<file path="config.mk">
export PLATFORM = sky130hd
export DESIGN_NAME = vgatiming_ctrl
export DESIGN_NICKNAME = d
export VERILOG_FILES = /design/src/rtl/vga_pkg.sv /design/src/rtl/vga_edge_detect.sv /design/src/rtl/vgatiming_ctrl.sv
export SDC_FILE = /design/constraint.sdc
export NUM_CORES = 1
export LEC_CHECK = 0
export CAP_MARGIN = 20
export CORE_ASPECT_RATIO = 0.9
export CORE_MARGIN = 5
export CORE_UTILIZATION = 45
export CTS_BUF_LIST = sky130_fd_sc_hd__clkbuf_8
export CTS_CLUSTER_SIZE = 24
export DETAILED_ROUTE_END_ITERATION = 10
export DONT_BUFFER_PORTS = 1
export HOLD_SLACK_MARGIN = 0.02
export PLACE_DENSITY = 0.64
export SETUP_SLACK_MARGIN = 0.4
export SYNTH_ARGS = -nofsm -noshare
export SYNTH_HDL_FRONTEND = slang
export SYNTH_SLANG_ARGS = --single-unit
</file>
<file path="constraint.sdc">
create_clock -name i_clk -period 10.5 [get_ports i_clk]
set_input_delay 1.575 -clock i_clk [delete_from_list [all_inputs] [get_ports i_clk]]
set_output_delay 1.575 -clock i_clk [all_outputs]
set_load 0.01 [all_outputs]
</file>
<file path="src/rtl/vga_pkg.sv">
// Shared constants for the vgatiming controller: register map, CTRL/STATUS
// bit positions, timing width, 640x480@60 default timing and the FSM state type.
package vga_pkg;

  localparam int unsigned TIMING_W = 11;
  localparam int unsigned DATA_W   = 16;
  localparam int unsigned ADDR_W   = 4;
  localparam int unsigned NUM_TIM  = 8;

  // Register addresses; 0..7 are the pending timing values in output order
  localparam logic [ADDR_W-1:0] ADDR_HSYNCSTART = 4'd0;
  localparam logic [ADDR_W-1:0] ADDR_HBPSTART   = 4'd1;
  localparam logic [ADDR_W-1:0] ADDR_HVISSTART  = 4'd2;
  localparam logic [ADDR_W-1:0] ADDR_HEND       = 4'd3;
  localparam logic [ADDR_W-1:0] ADDR_VSYNCSTART = 4'd4;
  localparam logic [ADDR_W-1:0] ADDR_VBPSTART   = 4'd5;
  localparam logic [ADDR_W-1:0] ADDR_VVISSTART  = 4'd6;
  localparam logic [ADDR_W-1:0] ADDR_VEND       = 4'd7;
  localparam logic [ADDR_W-1:0] ADDR_CTRL       = 4'd8;
  localparam logic [ADDR_W-1:0] ADDR_STATUS     = 4'd9;
  localparam logic [ADDR_W-1:0] ADDR_FRAMECNT   = 4'd10;

  // CTRL bits
  localparam int unsigned CTRL_APPLY   = 0;
  localparam int unsigned CTRL_INTH_EN = 1;
  localparam int unsigned CTRL_INTV_EN = 2;
  localparam int unsigned CTRL_CANCEL  = 3;

  // STATUS bits
  localparam int unsigned STAT_INTH_PEND = 0;
  localparam int unsigned STAT_INTV_PEND = 1;
  localparam int unsigned STAT_CFG_ERR   = 2;
  localparam int unsigned STAT_ARMED     = 3;

  // 640x480@60 default timing
  localparam int unsigned DEF_HSYNCSTART = 16;
  localparam int unsigned DEF_HBPSTART   = 112;
  localparam int unsigned DEF_HVISSTART  = 160;
  localparam int unsigned DEF_HEND       = 799;
  localparam int unsigned DEF_VSYNCSTART = 10;
  localparam int unsigned DEF_VBPSTART   = 12;
  localparam int unsigned DEF_VVISSTART  = 45;
  localparam int unsigned DEF_VEND       = 524;

  typedef enum logic {
    ST_IDLE,
    ST_ARMED
  } ctrlState_t;

  // True when SyncStart < BpStart < VisibleStart < End
  function automatic logic seqOk(input logic [TIMING_W-1:0] syncStart,
                                 input logic [TIMING_W-1:0] bpStart,
                                 input logic [TIMING_W-1:0] visStart,
                                 input logic [TIMING_W-1:0] endVal);
    return (syncStart < bpStart) && (bpStart < visStart) && (visStart < endVal);
  endfunction

endpackage

</file>
<file path="src/rtl/vga_edge_detect.sv">
// Rising-edge detector.
// Ports: i_clk, i_reset (sync, active-high), i_sig (level in),
//        o_rise_c (combinational pulse: i_sig high now, low last cycle).
module vga_edge_detect (
  input  logic i_clk,
  input  logic i_reset,
  input  logic i_sig,
  output logic o_rise_c
);

  logic sigPrev;

  // Previous-value flop
  always_ff @(posedge i_clk) begin
    if (i_reset) sigPrev <= 1'b0;
    else         sigPrev <= i_sig;
  end

  assign o_rise_c = i_sig & ~sigPrev;

endmodule

</file>
<file path="src/rtl/vgatiming_ctrl.sv">
// Configuration and interrupt controller for the vgatiming generator.
// Holds pending (CPU-written) and active (generator-facing) timing copies and
// commits pending->active only at the frame boundary after a checked APPLY.
// Ports: i_clk, i_reset (sync, active-high); bus i_cs/i_we/i_addr/i_dat ->
//        o_dat/o_ack one cycle later; generator i_inth/i_intv; active timing
//        o_h*/o_v* (11 bit); level interrupt o_irq.
module vgatiming_ctrl
  import vga_pkg::*;
#(
  parameter int unsigned P_HSYNCSTART = DEF_HSYNCSTART,
  parameter int unsigned P_HBPSTART   = DEF_HBPSTART,
  parameter int unsigned P_HVISSTART  = DEF_HVISSTART,
  parameter int unsigned P_HEND       = DEF_HEND,
  parameter int unsigned P_VSYNCSTART = DEF_VSYNCSTART,
  parameter int unsigned P_VBPSTART   = DEF_VBPSTART,
  parameter int unsigned P_VVISSTART  = DEF_VVISSTART,
  parameter int unsigned P_VEND       = DEF_VEND
) (
  input  logic                i_clk,
  input  logic                i_reset,
  input  logic                i_cs,
  input  logic                i_we,
  input  logic [ADDR_W-1:0]   i_addr,
  input  logic [DATA_W-1:0]   i_dat,
  output logic [DATA_W-1:0]   o_dat,
  output logic                o_ack,
  input  logic                i_inth,
  input  logic                i_intv,
  output logic [TIMING_W-1:0] o_hSyncStart,
  output logic [TIMING_W-1:0] o_hBpStart,
  output logic [TIMING_W-1:0] o_hVisibleStart,
  output logic [TIMING_W-1:0] o_hEnd,
  output logic [TIMING_W-1:0] o_vSyncStart,
  output logic [TIMING_W-1:0] o_vBpStart,
  output logic [TIMING_W-1:0] o_vVisibleStart,
  output logic [TIMING_W-1:0] o_vEnd,
  output logic                o_irq
);

  localparam logic [TIMING_W-1:0] RST_VAL [NUM_TIM] = '{
    TIMING_W'(P_HSYNCSTART), TIMING_W'(P_HBPSTART),
    TIMING_W'(P_HVISSTART),  TIMING_W'(P_HEND),
    TIMING_W'(P_VSYNCSTART), TIMING_W'(P_VBPSTART),
    TIMING_W'(P_VVISSTART),  TIMING_W'(P_VEND)
  };

  logic [TIMING_W-1:0] pendReg [NUM_TIM];
  logic [TIMING_W-1:0] actReg  [NUM_TIM];
  logic                inthEn, intvEn;
  logic                inthPend, intvPend, cfgErr;
  logic [DATA_W-1:0]   frameCnt;
  ctrlState_t          state, stateNext;
  logic                commitOk, commitErr;
  logic                intvRise, fb;
  logic                wrEn, ctrlWr, statusWr, applyReq, cancelReq;
  logic [DATA_W-1:0]   rdData;
  logic                unusedDat;

  assign fb        = i_inth & i_intv;
  assign wrEn      = i_cs & i_we;
  assign ctrlWr    = wrEn && (i_addr == ADDR_CTRL);
  assign statusWr  = wrEn && (i_addr == ADDR_STATUS);
  assign applyReq  = ctrlWr & i_dat[CTRL_APPLY];
  assign cancelReq = ctrlWr & i_dat[CTRL_CANCEL];
  assign unusedDat = ^i_dat[DATA_W-1:TIMING_W];

  vga_edge_detect uIntvEdge (
    .i_clk    (i_clk),
    .i_reset  (i_reset),
    .i_sig    (i_intv),
    .o_rise_c (intvRise)
  );

  // FSM state register
  always_ff @(posedge i_clk) begin
    if (i_reset) state <= ST_IDLE;
    else         state <= stateNext;
  end

  // FSM next state and commit decision; CANCEL beats both APPLY and fb
  always_comb begin
    stateNext = state;
    commitOk  = 1'b0;
    commitErr = 1'b0;
    case (state)
      ST_IDLE: begin
        if (applyReq && !cancelReq) stateNext = ST_ARMED;
      end
      ST_ARMED: begin
        if (cancelReq) begin
          stateNext = ST_IDLE;
        end else if (fb) begin
          stateNext = ST_IDLE;
          if (seqOk(pendReg[0], pendReg[1], pendReg[2], pendReg[3]) &&
              seqOk(pendReg[4], pendReg[5], pendReg[6], pendReg[7]))
            commitOk = 1'b1;
          else
            commitErr = 1'b1;
        end
      end
      default: stateNext = ST_IDLE;
    endcase
  end

  // Pending timing registers (addresses 0..7)
  always_ff @(posedge i_clk) begin
    if (i_reset) begin
      for (int i = 0; i < NUM_TIM; i++) pendReg[i] <= RST_VAL[i];
    end else if (wrEn && !i_addr[3]) begin
      pendReg[i_addr[2:0]] <= i_dat[TIMING_W-1:0];
    end
  end

  // Active timing registers, loaded on the fb edge so the next frame uses them
  always_ff @(posedge i_clk) begin
    if (i_reset) begin
      for (int i = 0; i < NUM_TIM; i++) actReg[i] <= RST_VAL[i];
    end else if (commitOk) begin
      for (int i = 0; i < NUM_TIM; i++) actReg[i] <= pendReg[i];
    end
  end

  // CTRL enables, STATUS sticky bits (set wins over W1C), frame counter, irq
  always_ff @(posedge i_clk) begin
    if (i_reset) begin
      inthEn   <= 1'b0;
      intvEn   <= 1'b0;
      inthPend <= 1'b0;
      intvPend <= 1'b0;
      cfgErr   <= 1'b0;
      frameCnt <= '0;
      o_irq    <= 1'b0;
    end else begin
      if (ctrlWr) begin
        inthEn <= i_dat[CTRL_INTH_EN];
        intvEn <= i_dat[CTRL_INTV_EN];
      end
      inthPend <= i_inth    | (inthPend & ~(statusWr & i_dat[STAT_INTH_PEND]));
      intvPend <= intvRise  | (intvPend & ~(statusWr & i_dat[STAT_INTV_PEND]));
      cfgErr   <= commitErr | (cfgErr   & ~(statusWr & i_dat[STAT_CFG_ERR]));
      if (fb) frameCnt <= frameCnt + 16'd1;
      o_irq <= (inthPend & inthEn) | (intvPend & intvEn);
    end
  end

  // Read mux, sampled before this cycle's write side effects
  always_comb begin
    rdData = '0;
    if (!i_addr[3]) begin
      rdData = DATA_W'(pendReg[i_addr[2:0]]);
    end else begin
      case (i_addr)
        ADDR_CTRL: begin
          rdData[CTRL_APPLY]   = (state == ST_ARMED);
          rdData[CTRL_INTH_EN] = inthEn;
          rdData[CTRL_INTV_EN] = intvEn;
        end
        ADDR_STATUS: begin
          rdData[STAT_INTH_PEND] = inthPend;
          rdData[STAT_INTV_PEND] = intvPend;
          rdData[STAT_CFG_ERR]   = cfgErr;
          rdData[STAT_ARMED]     = (state == ST_ARMED);
        end
        ADDR_FRAMECNT: rdData = frameCnt;
        default: rdData = '0;
      endcase
    end
  end

  // Bus response: ack and data one cycle after the strobe; data is 0 on writes
  always_ff @(posedge i_clk) begin
    if (i_reset) begin
      o_ack <= 1'b0;
      o_dat <= '0;
    end else begin
      o_ack <= i_cs;
      o_dat <= (i_cs && !i_we) ? rdData : '0;
    end
  end

  assign o_hSyncStart    = actReg[0];
  assign o_hBpStart      = actReg[1];
  assign o_hVisibleStart = actReg[2];
  assign o_hEnd          = actReg[3];
  assign o_vSyncStart    = actReg[4];
  assign o_vBpStart      = actReg[5];
  assign o_vVisibleStart = actReg[6];
  assign o_vEnd          = actReg[7];

endmodule
</file>
After elaboration in Yosys (flattened, before gate mapping)
Memories as Yosys holds them, arrays and structs flattened.
Index checks and enable logic that the tools add are counted.
Word-level totals
  register bits: 41
  memory bits (writable): 176
  input port bits: 26
  output and inout port bits: 106
  word-level logic and storage cells: 108
  memories: 2
Memories
  actReg: depth 8, bits a word 11, rd ports 8, clocked after Yosys merged registers in 0, wr ports 8, line vgatiming_ctrl.sv:48  | logic [TIMING_W-1:0] actReg [NUM_TIM];
  pendReg: depth 8, bits a word 11, rd ports 9, clocked after Yosys merged registers in 0, wr ports 8, line vgatiming_ctrl.sv:47  | logic [TIMING_W-1:0] pendReg [NUM_TIM];
Cells by class
  $add $sub $neg: 1
  magnitude comparators: 6
  equal/unequal tests: 3
  muxes and demuxes: 35
  bitwise logic cells: 33
  reduce and logical (&&, ||, !) cells: 16
Operator list (count)
  11-bit two-way mux: 10
  11-bit < comparator: 6
  1-bit two-way mux: 20
  16-bit by 1-bit adder with 16-bit output (second input constant): 1
  1-bit AND: 13
  4-bit == test (second input constant): 3
  1-bit OR: 12
  11-bit OR reduction: 1
  1-bit logical AND: 10
  3-bit case mux with 3 select lines: 1
  1-bit NOT: 8
  7-bit two-way mux: 1
  1-bit case mux with 2 select lines: 2
  4-bit OR reduction: 1
  1-bit logical NOT: 3
  3-bit two-way mux: 1
  2-bit OR reduction: 1

Longest topological paths before layout
An unclocked memory read counts as a cell.
  word-level depth: 13
  depth in mapped cells: 10
  gate-level depth less buffers: 8

Hierarchy
From an unflattened synthesis, not the netlist that was laid out.
Second synthesis, totals
  cell total of the unflattened synthesis: 915
  area total of the unflattened synthesis: 10525.1 um2
By module, submodules not included
  vgatiming_ctrl: times used 1, cells each 912, area an instance 10477.5 um2, sequential area each 6085.8 um2
  vga_edge_detect: times used 1, cells each 3, area an instance 47.5 um2, sequential area each 20.0 um2

Least setup slack after synthesis
Ideal clock, no wire load.
  path kind: input -> register
  from: in i_addr[1]
  to: mem actReg[0][0], enable pin
  setup time: 0.664 ns
  arrival time: 8.811 ns
  path slack: 1.026 ns
  stages on the path: 6
  buffers on the path: 1
  path through: buf_2 nor2_2 and3_1 nand3_1 nand3_1 o31ai_1
RTL lines
  start: declaration: line vgatiming_ctrl.sv:23  | input logic [ADDR_W-1:0] i_addr,
  end: declaration: line vgatiming_ctrl.sv:48

==> metrics <==
outcome=complete, no violations; Hold Path Depth=2; Worst Path Required=10630 ps; number of cells on the worst reg-to-reg path=8; final net count=1000; Sequential Power Share=53.5%; P_leak=4.32 nW; final hold vios=0; combinational power share=7.3%; drt total wl=28.1 mm; clock share of power=39.2%; number of synthesized flops with an enable pin=176; CTS tree=yes; final worst slack=6940 ps; Reg-to-Reg End=actReg[0][46]$_SDFFCE_PN0P_; flop and latch count out of synthesis=217; # hold bufs at CTS=0; io pins=132; first-pass GRT wire length=41.8 mm; initial antenna violation count=0; critical path type=reg2reg; syn_nets=997; yosys warns=0; antenna cell count=0; period utilisation layout=33.9%; commonest non-fill, non-tap cells in the layout=edfxtp_1, inv_1, and2_1; FP Rows=53; Synth Flop Type=edfxtp_1; die width=171 um; PwrDens=163 mW/mm2; hold path start=inthEn$_SDFFE_PP0P_; PortBufs=0; Core ar.=0.0231 mm2; internal power=1.40 mW; startpoint types=flop; critical path fanouts, max=68; hold slack=472 ps; setup slack at placement=6490 ps; DIE HEIGHT=155 um; area added between synthesis and finish=9.19%; via/cell ratio=5.79; max_cap viols=0; synthesized area=0.0105 mm2; RSZ-0062 raised after global routing=no; DIE AREA=0.0264 mm2; dpl hpwl=19.9 mm; Worst setup EP type=flop; # setup viols final=0; clk_lat worst skew=520 ps; Initial Utilization=45.3%; GR Overflow Total=0; Routability Congestion=0.902; commonest non-fill, non-tap cell in the layout=edfxtp_1; FF-to-FF Start=pendReg[5][2]$_SDFFCE_PN1P_; final setup TNS=0 ps; ys async rst share=0%; Reg2Reg Setup Slack=6940 ps; vias in the first global route=7070; postcts setup bufs=0; synthesized netlist cell count=910; Peak VDD IR=0.0974 mV; Clock Pin Slew Worst Setup and Hold Paths=60 ps; CTS H-tree depth=2; Detailed Routing Iterations Pass 1=5; Worst Setup SP=pendReg[5][2]$_SDFFCE_PN1P_; Global Route Usage Sum=20.7%; layout cell share with drive strength beyond 1=8.00%; CTS root buffer=clkbuf_8; Sw Pwr=0.466 mW; wire per inst=22.7 um; Slew @ Worst Pin=1130 ps; Yosys cell types=49; pin count of the biggest net entering global routing=69; Num CTS Buffers=38; Seq/Total Area, Yosys=58.3%; Hold Path Class=reg2reg; fmax=0.281 GHz; Layout Cells excl Fill=1240; DR DRC count=0; WP data arrival=3690 ps; placed insts=1175; antenna viol nets, final=0; slew margin rel.=23.8%; CTS sink cnt=217; post-CTS sizing=0; Switching Share=24.9%; Worst Hold Endpoint=inthEn$_SDFFE_PP0P_; Final min period=3560 ps; clock buffer depth=3; 1st-iter DRT viols=759; Vias=7174; Filler cells=2038; Syn Area/Cell=11.5 um2; clk_skew=27.6 ps; max-slew violations=0
cell families after synthesis:
family / share of synthesized area [%]
compound gates: 7.38
xor+xnor: 0.920
fa+ha+maj: 7.29
buf+inv: 5.04
flops: 58.3
mux: 2.90
simple gates: 18.2
state kept, by name (all words and copies together) (netlist names):
| signal | flops |
|---|---|
| state | 1 |
| intvPend | 1 |
| actReg | 88 |
| inthPend | 1 |
| o_irq | 1 |
| uIntvEdge.sigPrev | 1 |
| cfgErr | 1 |
| o_ack | 1 |
| frameCnt | 16 |
| pendReg | 88 |
| intvEn | 1 |
| o_dat | 16 |
| inthEn | 1 |
area by class of cell:
class / instances / area, um2 / share of cell area, %
tap: 302 / 378 / 3.30
clock inverter: 26 / 159 / 1.39
timing repair buffer: 11 / 82.6 / 0.722
inverter: 85 / 319 / 2.79
multi-input combinational: 560 / 3860 / 33.7
sequential: 217 / 6110 / 53.4
clock buffer: 39 / 537 / 4.69
cell usage after synthesis (2+ instances only):
cell type	number	area share (%)
buf_2	11	0.53
a22o_1	4	0.33
or3_1	27	1.6
a211oi_1	4	0.29
dfxtp_1	41	7.8
xor2_1	9	0.75
or4_4	4	0.43
nor2b_1	13	0.78
nor3_1	5	0.24
mux4_2	7	1.5
or4_1	15	1.1
o21ai_0	32	1.5
o22ai_1	9	0.54
buf_1	8	0.29
buf_6	2	0.21
xnor2_1	2	0.17
a21oi_1	40	1.9
nand2_1	55	2.0
nand3_1	11	0.53
inv_1	85	3.0
nand4_1	8	0.48
a21o_1	5	0.36
and3_1	4	0.24
o211ai_1	4	0.29
and2_1	75	4.5
clkbuf_1	27	0.97
a311oi_1	3	0.25
edfxtp_1	176	50
nand2b_1	11	0.66
mux2i_1	12	1.1
nor2_1	54	1.9
nor4_1	50	3.0
a221oi_1	8	0.67
or2_2	3	0.18
ha_1	61	7.3
a31oi_1	4	0.24
a22oi_1	8	0.57
and3b_1	2	0.17
through the flow:
| stage | power, mW | instance area, um2 | util [%] |
|---|---|---|---|
| 2_1_floorplan | 1.11 | 10500 | - |
| 3_3_place_gp | 1.15 | 10700 | 46.4 |
| 3_5_place_dp | 1.15 | 10700 | 46.4 |
| 4_1_cts | 1.88 | 11400 | 49.4 |
| 5_1_grt | 1.95 | 11400 | 49.4 |
| 6_report | 1.87 | 11400 | 49.4 |
worst max path at each step:
stage,slack (ps),depth (start not counted),endpoint
after floorplan,1030,6,actReg[0][0]$_SDFFCE_PN0P_
after global placement,6570,5,pendReg[0][8]$_SDFFCE_PN0P_
after detailed placement,6490,5,pendReg[0][8]$_SDFFCE_PN0P_
after CTS,6940,8,actReg[0][46]$_SDFFCE_PN0P_
after global routing,6740,8,actReg[0][46]$_SDFFCE_PN0P_
final,6940,8,actReg[0][46]$_SDFFCE_PN0P_
layer usage:
layer | vias to the layer above | routed length (um) | share of wire (%) | global-route usage, %
met5 | - | 0 | 0 | 0
met4 | 0 | 689 | 2.5 | 6.30
met3 | 65 | 2600 | 9.3 | 5.55
met2 | 346 | 12400 | 44 | 31.4
met1 | 3438 | 12400 | 44 | 29.4
li1 | 3325 | - | - | -
worst max-delay path, cell delays in order (launching register included):
cell and delay (ps):
edfxtp_1 550, ha_1 360, a21oi_1 140, o21ai_0 130, a21oi_1 320, o32ai_1 140
or3_4 630, o31ai_4 310, buf_4 520
power groups by stage:
stage	clock, mW	combinational [mW]	sequential, mW
after floorplan	0	0.106	1.00
after global placement	0	0.132	1.02
after detailed placement	0	0.135	1.02
after CTS	0.748	0.136	1.00
after global routing	0.791	0.153	1.00
final	0.733	0.137	1.00
Note: power is estimated with default switching activity, not from simulation.
